`src/rtl/stump_alu_mul_seq.sv`:
```
// Sequential 16x16 unsigned multiplier (shift-and-add). All additions and
// doublings go through the external Stump ALU. This block has no adder.
module stump_alu_mul_seq (
  input  logic        clk,
  input  logic        rst,
  input  logic        start,
  input  logic [15:0] op_a,
  input  logic [15:0] op_b,
  output logic        ready,
  output logic        done,
  output logic [15:0] product,
  output logic        overflow,
  output logic [15:0] alu_a,
  output logic [15:0] alu_b,
  output logic [2:0]  alu_func,
  output logic        alu_cin,
  output logic        alu_csh,
  input  logic [15:0] alu_result,
  input  logic [3:0]  alu_flags
);

  typedef enum logic [2:0] {S_IDLE, S_CHECK, S_ADD, S_DBL, S_DONE} state_t;

  state_t      state, state_nx;
  logic [15:0] acc, mcand, mplier;
  logic        ovf;

  // Only the carry flag matters; N, Z and V are ignored.
  logic unused_flags;
  assign unused_flags = ^alu_flags[3:1];

  // State register
  always_ff @(posedge clk or posedge rst) begin
    if (rst) state <= S_IDLE;
    else     state <= state_nx;
  end

  // Next-state decode
  always_comb begin
    state_nx = state;
    case (state)
      S_IDLE:  if (start) state_nx = S_CHECK;
      S_CHECK: begin
        if (mplier == '0)   state_nx = S_DONE;
        else if (mplier[0]) state_nx = S_ADD;
        else                state_nx = S_DBL;
      end
      S_ADD:   state_nx = S_DBL;
      S_DBL:   state_nx = S_CHECK;
      S_DONE:  state_nx = S_IDLE;
      default: state_nx = S_IDLE;
    endcase
  end

  // Datapath registers: load on accepted start, update from the ALU in ADD/DBL
  always_ff @(posedge clk or posedge rst) begin
    if (rst) begin
      acc    <= '0;
      mcand  <= '0;
      mplier <= '0;
      ovf    <= 1'b0;
    end else begin
      case (state)
        S_IDLE: if (start) begin
          acc    <= '0;
          mcand  <= op_a;
          mplier <= op_b;
          ovf    <= 1'b0;
        end
        S_ADD: begin
          acc <= alu_result;
          if (alu_flags[0]) ovf <= 1'b1;
        end
        S_DBL: begin
          mcand  <= alu_result;
          mplier <= mplier >> 1;
          // A carry off the doubled multiplicand only matters if more
          // multiplier bits are still waiting to use it.
          if (alu_flags[0] && (mplier[15:1] != '0)) ovf <= 1'b1;
        end
        default: ;
      endcase
    end
  end

  // Outputs decode from registers only
  always_comb begin
    ready    = (state == S_IDLE);
    done     = (state == S_DONE);
    product  = acc;
    overflow = ovf;
    alu_a    = (state == S_DBL) ? mcand : acc;
    alu_b    = mcand;
    alu_func = 3'b000;
    alu_cin  = 1'b0;
    alu_csh  = 1'b0;
  end

endmodule
```
`config.mk`:
```
export PLATFORM = sky130hd
export DESIGN_NAME = stump_alu_mul_seq
export DESIGN_NICKNAME = d
export VERILOG_FILES = /design/src/rtl/stump_alu_mul_seq.sv
export SDC_FILE = /design/constraint.sdc
export NUM_CORES = 1
export LEC_CHECK = 0
export ABC_CLOCK_PERIOD_IN_PS = 2500
export CAP_MARGIN = 5
export CORE_ASPECT_RATIO = 1.4
export CORE_MARGIN = 1
export CORE_UTILIZATION = 42
export DETAILED_ROUTE_END_ITERATION = 10
export GPL_TIMING_DRIVEN = 0
export PLACE_DENSITY = 0.8
export SYNTH_ARGS = -nofsm -noshare
export SYNTH_HDL_FRONTEND = slang
export SYNTH_SLANG_ARGS = --single-unit
```
`constraint.sdc`:
```
create_clock -name clk -period 2.5 [get_ports clk]
set_input_delay 0.75 -clock clk [delete_from_list [all_inputs] [get_ports clk]]
set_output_delay 0.75 -clock clk [all_outputs]
set_load 0.01 [all_outputs]
```
# After elaboration in Yosys (flattened, before gate mapping)

Index checks and enable logic that the tools add are counted.
W data, S select, Z words.

Bits in registers: 52
Bits of input ports: 55

Equal/unequal tests: 7
Multiplexer cells: 15
Reductions and logical operators: 10

Operator list:

| cell                 | count |
|---|---|
| $pmux W16 S2         | 3 |
| $mux W16             | 4 |
| $logic_not A16 Y1    | 1 |
| $reduce_bool A15 Y1  | 1 |
| $pmux W3 S4          | 1 |
| $eq A3 B2 Y1 const B | 2 |
| $mux W3              | 2 |
| $ne A2 B2 Y1 const B | 3 |
| $mux W1              | 4 |
| $reduce_and A2 Y1    | 2 |
| $reduce_and A4 Y1    | 1 |
| $reduce_bool A2 Y1   | 2 |
| $eq A3 B1 Y1 const B | 1 |
| $eq A3 B3 Y1 const B | 1 |
| $logic_not A3 Y1     | 1 |
| $pmux W1 S3          | 1 |
| $reduce_bool A3 Y1   | 1 |
| $logic_and A1 B1 Y1  | 1 |

# Longest topological paths before layout

Gate-level depths: netlist of the first run.

Depth after elaboration: 4
Depth in mapped cells: 7
Depth with buffers taken out: 4

# Worst setup path before layout of the first run

Ideal clock, no wire load.

Path kind: register -> output
Start point: register state[1]
End point: output alu_a[10]
Arrival: 1.345 ns
Data required time: 1.750 ns
Setup slack: 0.405 ns
Stages on the path, launching flop included: 5
Buffers on the path: 2
Cells stage by stage: dfrtp_1 buf_6 nand3b_1 buf_1 mux2_2

Word-level cells in the longest chain between the ends: 2

RTL lines:

| item                     | line | source |
|---|---|---|
| start: declaration       | 24   | `state_t state, state_nx;` |
| start signal: assignment | 35   | `else state <= state_nx;` |
| $eq A3 B2 Y1             | 92   | `alu_a = (state == S_DBL) ? mcand : acc;` |
| $mux W16                 | 92   |  |
| end: declaration         | 13   | `output logic [15:0] alu_a,` |

Every way passes these cells.

# Final worst setup path of the first run

Start point: register state[1]
End point: output done

Word-level cells in the longest chain between the ends: 1

RTL lines:

| item             | line | source |
|---|---|---|
| $eq A3 B3 Y1     | 89   | `done = (state == S_DONE);` |
| end: declaration | 10   | `output logic done,` |

Every way passes these cells.

==> results of run 1 <==
cell families (layout without fill, tap and decap cells):
group	count (synthesis)	after routing
flops	52	52
compound gates	36	36
simple gates	133	133
buf+inv	25	143
other cells	1	5
mux	16	16
repair_timing:
| action | in CTS | in global routing |
|---|---|---|
| pin swaps | 0 | 0 |
| buffers inserted | 6 | 3 |
| gates cloned | 1 | 0 |
| resized for setup | 60 | 12 |
| setup endpoints to repair | 16 | 12 |
placed cells by master, fill, tap and decap left out, types with 2 or more instances in the layout:
cell and count:
buf_12 2, buf_2 10, buf_4 13, buf_6 10, clkbuf_1 7, clkbuf_2 8
clkbuf_8 5, clkdlybuf4s50_1 85, conb_1 5, dfrtp_1 51, mux2_2 16, nand2_1 35
nand3_1 19, nor2_1 66, nor3b_1 2, nor4_1 3, o22ai_1 22, o22ai_2 10
or4_1 2
routing by layer:
layer / share of wire (%) / vias to the layer above / routed length [um] / global-route usage, %
met2: 53 / 84 / 3900 / 44.6
met5: 0 / - / 0 / 0
met1: 40 / 1166 / 2920 / 26.7
li1: - / 1136 / - / -
met3: 5.9 / 12 / 433 / 5.24
met4: 1.4 / 0 / 105 / 6.74
per-stage QoR:
step	cells	hold WS, ps	total power (uW)
2_1_floorplan	267	472	2970
3_3_place_gp	437	495	4200
3_5_place_dp	438	515	4300
4_1_cts	450	534	4800
5_1_grt	453	556	5080
6_report	453	531	4750
critical path, cell delays in order, from the launching register on:
cell,delay (ps)
dfrtp_1,390
buf_6,130
buf_4,130
nor3b_1,210
clkdlybuf4s50_1,590
sequential cells by signal (all words and copies together), names as in the netlist:
register	flops
state	3
product	16
overflow	1
alu_b	16
mplier	16
layout make-up:
class	count	area, um2	area share [%]
buffer	23	158	4.21
multi-input combinational	190	1050	28.1
clock buffer	5	68.8	1.84
timing repair buffer	113	1070	28.6
inverter	2	7.51	0.200
sequential	52	1300	34.7
tap	68	85.1	2.27
worst paths after layout:
path | endpoint | from | cells past startpoint
max | done | state[1] | 4
min | alu_b[10] | alu_b[10] | 2
max reg2reg | mplier[14] | state[1] | 6
min reg2reg | alu_b[10] | alu_b[10] | 2
max in group asynchronous | product[3] | rst | 3
min in group asynchronous | alu_b[12] | rst | 2
power groups by stage:
stage	Combinational (uW)	Clock, uW	Sequential (uW)
final	2770	433	1550
after global routing	3010	470	1600
after CTS	2820	437	1550
after detailed placement	2730	0	1570
after global placement	2650	0	1550
after floorplan	1360	0	1610
==> metrics.txt, run 1 <==
Clock Skew=8.97 ps; fmax=399 MHz; drt wl/cell=16.2 um; startpoint types=register; # port buffers=102; drt total wl=7360 um; die footprint=0.00625 mm2; Vias/cell=5.29; CTS tree=yes; fin. max-slew vios=0; Setup TNS=-8.13 ps; Netlist cell types=28; cts hold-fix bufs=0; final net count=442; Clock Latency Late Sink=300 ps; post-synthesis cell count=263; Final Hold Viols=0; worst slack at placement=-298 ps; sequential area share after synthesis=52.2%; Async SR Flop Fraction=100%; Cell Pwr Density=1270 mW/mm2; critical path fanouts, max=8; Antenna diodes=0; Reg2Reg Setup Slack=590 ps; CTS clk-pin slew, worst paths=90 ps; worst hold path type=register to register; synth top area cells=dfrtp_1 (52%), nor2_1 (9.9%), mux2_2 (7.2%); drt first pass iters=4; Final Cycle Share=100%; Pint=2850 uW; Initial Util=44.5%; Vias=2398; Final Util=66.9%; height of the die=93.1 um; Synth Area in Compound Gates=11.7%; post-synthesis xor/xnor area fraction=0%; top cells by count, synth=nor2_1 (66), dfrtp_1 (52), nand2_1 (35); antenna-violating nets left=0; gr ovfl total=0; Reg power frac=32.7%; design area=0.00375 mm2; CTS Buf Count=5; Comb pwr share=58.2%; failing checks=negative setup slack; Relative slew margins=60.9%; status=complete, but fails checks; setup violators final=2; placed cell areas=0.00363 mm2; Site Rows=32; sw frac=40.0%; min Tclk post-route=2500 ps; mux share of post-synthesis cell area=7.23%; IO Count=111; Mean Syn Cell Area=9.48 um2; fraction of layout cells with a size suffix above 1=19.7%; Filler cells=469; Simple-Gate Fraction of Synth Area=22.6%; Seq cells post-synth=52; Req. time, crit path=1750 ps; area share of the largest cell type after synthesis=52.2%; Core Area=0.00561 mm2; largest area contributor in the netlist=dfrtp_1; GR Util All Layers=24.1%; area of the mapped netlist=0.00249 mm2; clock share of power=9.1%; CTS Buffer Depth=2; Ys Warns=0; unrepaired setup endpoints after global routing=yes; Post-DP HPWL=5320 um; gpl congestion=0.758; Area growth, synth to finish=50.4%; CP Data Arrival Time=1750 ps; Max-Cap Viols=0; pin count of the biggest net entering global routing=38; dominant synthesized flop cell=dfrtp_1; H-tree levels=2; main combinational cell family by area after synthesis=simple AND/OR/NAND/NOR gates; Peak supply drop=0.573 mV; total leakage power=0.00167 uW; CP Class=register to output port; initial antenna violation count=0; vias in the first global route=2379; CTS root buf=clkbuf_8; NetSw=1900 uW; Critical Path End Type=output port; Worst-Margin Slew=586 ps; Post-synth EDFFs=0; die width=67.1 um; first-pass GRT wire length=11300 um; count leader, synth=nor2_1; initial drt markers=101; DRC violations left=0; final worst setup slack=-4.33 ps; Synth Area in Adders=0%; CTS sink cnt=52
No activity file was read; power rests on OpenSTA's default activity.
==> run 2: changes to the inputs <==
Settings changed: CORE_UTILIZATION 42 to 43, CTS_BUF_LIST set to sky130_fd_sc_hd__clkbuf_4, PLACE_DENSITY 0.8 to 0.82.
==> metrics.txt, run 2 (synthesis gave the netlist of run 1 again) <==
# port buffers=102; Antenna diodes=0; unrepaired setup endpoints after global routing=yes; worst hold path type=register to register; antenna-violating nets left=0; IO Count=111; fmax=403 MHz; first-pass GRT wire length=11100 um; CP Class=register to output port; Site Rows=32; Setup TNS=0 ps; Final Hold Viols=0; GR Util All Layers=24.1%; Critical Path End Type=output port; gr ovfl total=0; die footprint=0.00611 mm2; Largest stage delay, worst path=400 ps; Vias/cell=5.26; Area growth, synth to finish=56.2%; CTS tree=yes; drt total wl=7070 um; CTS clk-pin slew, worst paths=140 ps; CP Data Arrival Time=1730 ps; CTS sink cnt=52; critical-path cell list=buf_6, nand3b_1, buf_6, buf_6, mux2_2, buf_6; Worst-Margin Slew=596 ps; Core Area=0.00557 mm2; fraction of layout cells with a size suffix above 1=20.6%; CP max-delay cell=dfrtp_1; min Tclk post-route=2480 ps; Clock Latency Late Sink=360 ps; DRC violations left=0; height of the die=92.1 um; Top cell by count, worst path=buf_6; CTS Buf Count=5; Req. time, crit path=1750 ps; Reg2Reg Setup Slack=560 ps; setup violators final=0; drt wl/cell=15.5 um; H-tree levels=2; commonest non-fill, non-tap cells in the layout=clkdlybuf4s50_1 (85), nor2_1 (66), dfrtp_1 (51); Relative slew margins=60.2%; startpoint types=register; initial drt markers=134; pin count of the biggest net entering global routing=40; Clock Skew=5.59 ps; most common cell after layout, fill and taps aside=clkdlybuf4s50_1; Initial Util=44.8%; Cell Pwr Density=1310 mW/mm2; CTS root buf=clkbuf_4; drt first pass iters=4; final net count=443; total leakage power=0.00176 uW; CTS Buffer Depth=2; Vias=2406; Filler cells=436; initial antenna violation count=0; gpl congestion=0.767; Final Util=70.0%; critical path fanouts, max=8; Peak supply drop=0.716 mV; vias in the first global route=2354; Post-DP HPWL=4970 um; die width=66.3 um; fin. max-slew vios=0; Final Cycle Share=99.3%; Max-Cap Viols=0; status=finished clean
## run 2: repair_timing
| action | CTS | global route |
|---|---|---|
| gates cloned | 2 | 0 |
| hold buffers | 0 | 0 |
| setup endpoints to repair | 16 | 17 |
| buffers inserted | 4 | 5 |
| gates resized for setup | 77 | 28 |
## run 2: stage by stage
stage               power [uW]  instances  cell area, um2  worst slack [ps]  hold WS, ps
global route              5430        457            3890             -63.4          562
detailed placement        4280        438            3630              -288          499
global placement          4190        437            3610              -484          489
floorplan                 2970        267            2510               405          472
finish                    5090        457            3890              16.5          541
CTS                       4750        452            3710             -1.82          546
## run 2: area by class of cell
cell class | instances | area, um2 | share of cell area [%]
plain buffers | 23 | 161 | 4.15
clock buffers | 6 | 45.0 | 1.16
well taps | 68 | 85.1 | 2.19
flip-flops and latches | 52 | 1300 | 33.5
repair buffers | 114 | 1160 | 29.7
multi-input cells | 190 | 1100 | 28.2
clock inverters | 2 | 35.0 | 0.900
inverters | 2 | 7.51 | 0.193
## run 2: power breakdown
group	internal (uW)	total (uW)	switching (uW)
registers	1230	1560	331
clock network	221	475	254
logic	1690	3050	1370
total	3140	5090	1950
## run 2: worst max-delay path: cells and delay by family (launching register included)
| kind | cells | cell delay [ps] |
|---|---|---|
| flip-flops | 1 | 400 |
| AND/OR/NAND/NOR | 1 | 90 |
| multiplexers | 1 | 340 |
| buffers and inverters | 4 | 530 |
## run 2: path summary, 6_finish.rpt
path,startpoint,to,cells after the start
setup / recovery,state[1],alu_a[7],6
hold / removal,mplier[0],state[0],1
setup reg to reg,state[2],product[10],7
hold reg to reg,mplier[0],state[0],1
max in group asynchronous,rst,state[2],3
min in group asynchronous,rst,alu_b[10],2
## run 2: routing by layer
layer  global-route usage (%)  vias up  part of all wire [%]
met5                        0        -                     0
met4                     8.87        0                   2.7
met3                     4.23       22                   5.1
met2                     42.9       98                    53
met1                     28.0     1136                    39
li1                         -     1150                     -
==> run 3: changes to the inputs <==
Settings changed: ABC_CLOCK_PERIOD_IN_PS 2500 to unset, CORE_UTILIZATION 43 to 41, PLACE_DENSITY 0.82 to 0.79.
==> metrics.txt, run 3 (synthesis gave the netlist of run 1 again) <==
status=finished clean; first-pass GRT wire length=11200 um; Relative slew margins=62.8%; drt first pass iters=5; startpoint types=register; CTS clk-pin slew, worst paths=160 ps; min Tclk post-route=2470 ps; most common cell after layout, fill and taps aside=clkdlybuf4s50_1; fraction of layout cells with a size suffix above 1=21.0%; antenna-violating nets left=0; Area growth, synth to finish=57.3%; fin. max-slew vios=0; CTS root buf=clkbuf_4; total leakage power=0.00176 uW; Vias/cell=5.29; CTS tree=yes; commonest non-fill, non-tap cells in the layout=clkdlybuf4s50_1 (85), nor2_1 (66), dfrtp_1 (50); unrepaired setup endpoints after global routing=yes; GR Util All Layers=23.9%; initial drt markers=127; Top cell by count, worst path=buf_6; gpl congestion=0.767; pin count of the biggest net entering global routing=31; critical path fanouts, max=7; CTS sink cnt=52; Crit path max-delay family=flip-flops; die footprint=0.00640 mm2; Site Rows=33; Clock Latency Late Sink=400 ps; Critical Path End Type=output port; setup violators final=0; H-tree levels=2; cts hold-fix bufs=0; design area=0.00392 mm2; Max-Cap Viols=0; DRC violations left=0; Worst-Margin Slew=559 ps; Peak supply drop=0.482 mV; Clock Skew=20.6 ps; CP Depth=5; die width=67.9 um; IO Count=111; drt wl/cell=16.4 um; CP bufs+invs=3; worst reg2reg path depth=7; Initial Util=42.5%; worst hold path type=register to register; gr ovfl total=0; height of the die=94.3 um; initial antenna violation count=0; CTS Buf Count=5; Final Hold Viols=0; # port buffers=102; WHS Path Cells=1; fmax=404 MHz; placed cell areas=0.00364 mm2; Antenna diodes=0; Core Area=0.00586 mm2; Cell Pwr Density=1320 mW/mm2; Req. time, crit path=1750 ps; Vias=2434; final net count=444; CP Data Arrival Time=1720 ps; critical-path cell list=nand3b_1, buf_6, buf_8, mux2_4, buf_6; drt total wl=7530 um; CP max-delay cell=dfrtp_2; Post-DP HPWL=5280 um; CTS Buffer Depth=2; CP Class=register to output port; Final Cycle Share=98.9%; hold_ws=544 ps; vias in the first global route=2308; Largest stage delay, worst path=450 ps
## run 3: path summary, 6_finish.rpt
check                           from  slack, ps          to
min reg2reg                mplier[0]        540    state[0]
max                         state[2]         30   alu_a[15]
min in group asynchronous        rst        700   mplier[0]
max reg2reg                 state[1]        510    alu_b[1]
max in group asynchronous        rst       1250  product[0]
min                        mplier[0]        540    state[0]
## run 3: repair_timing
item	4_1_cts	5_1_grt
endpoints found under the setup margin	17	16
resized for setup	85	26
setup buffers	5	5
cloned	2	0
## run 3: report_power, final
group | total [uW] | switching, uW | internal, uW | leakage (uW)
registers | 1570 | 337 | 1230 | 0.000604
logic | 3130 | 1390 | 1740 | 0.00112
clock network | 491 | 283 | 209 | 0.0000412
total | 5190 | 2010 | 3180 | 0.00176
## run 3: cell type report
| cell class | count | area, um2 |
|---|---|---|
| timing repair buffer | 115 | 1160 |
| buffer | 23 | 165 |
| inverter | 2 | 7.51 |
| clock inverter | 3 | 42.5 |
| tap | 70 | 87.6 |
| fill | 474 | 1940 |
| clock buffer | 5 | 37.5 |
| multi-input combinational | 190 | 1110 |
| sequential | 52 | 1300 |
## run 3: metal layers
layer / GRT usage [%] / share of wire (%)
met5: 0 / 0
met1: 27.3 / 38
met4: 7.81 / 1.7
met3: 4.61 / 6.1
met2: 43.2 / 54
## run 3: metrics by stage
step	cells	setup slack (ps)	utilization (%)	TNS [ps]	total power, uW
2_1_floorplan	267	405	-	0	2970
3_3_place_gp	439	-492	61.7	-28030	4200
3_5_place_dp	440	-284	62.0	-3090	4290
4_1_cts	455	-21.5	64.1	-72.8	4830
5_1_grt	460	-31.3	66.9	-299	5540
6_report	460	26.3	66.9	0	5190
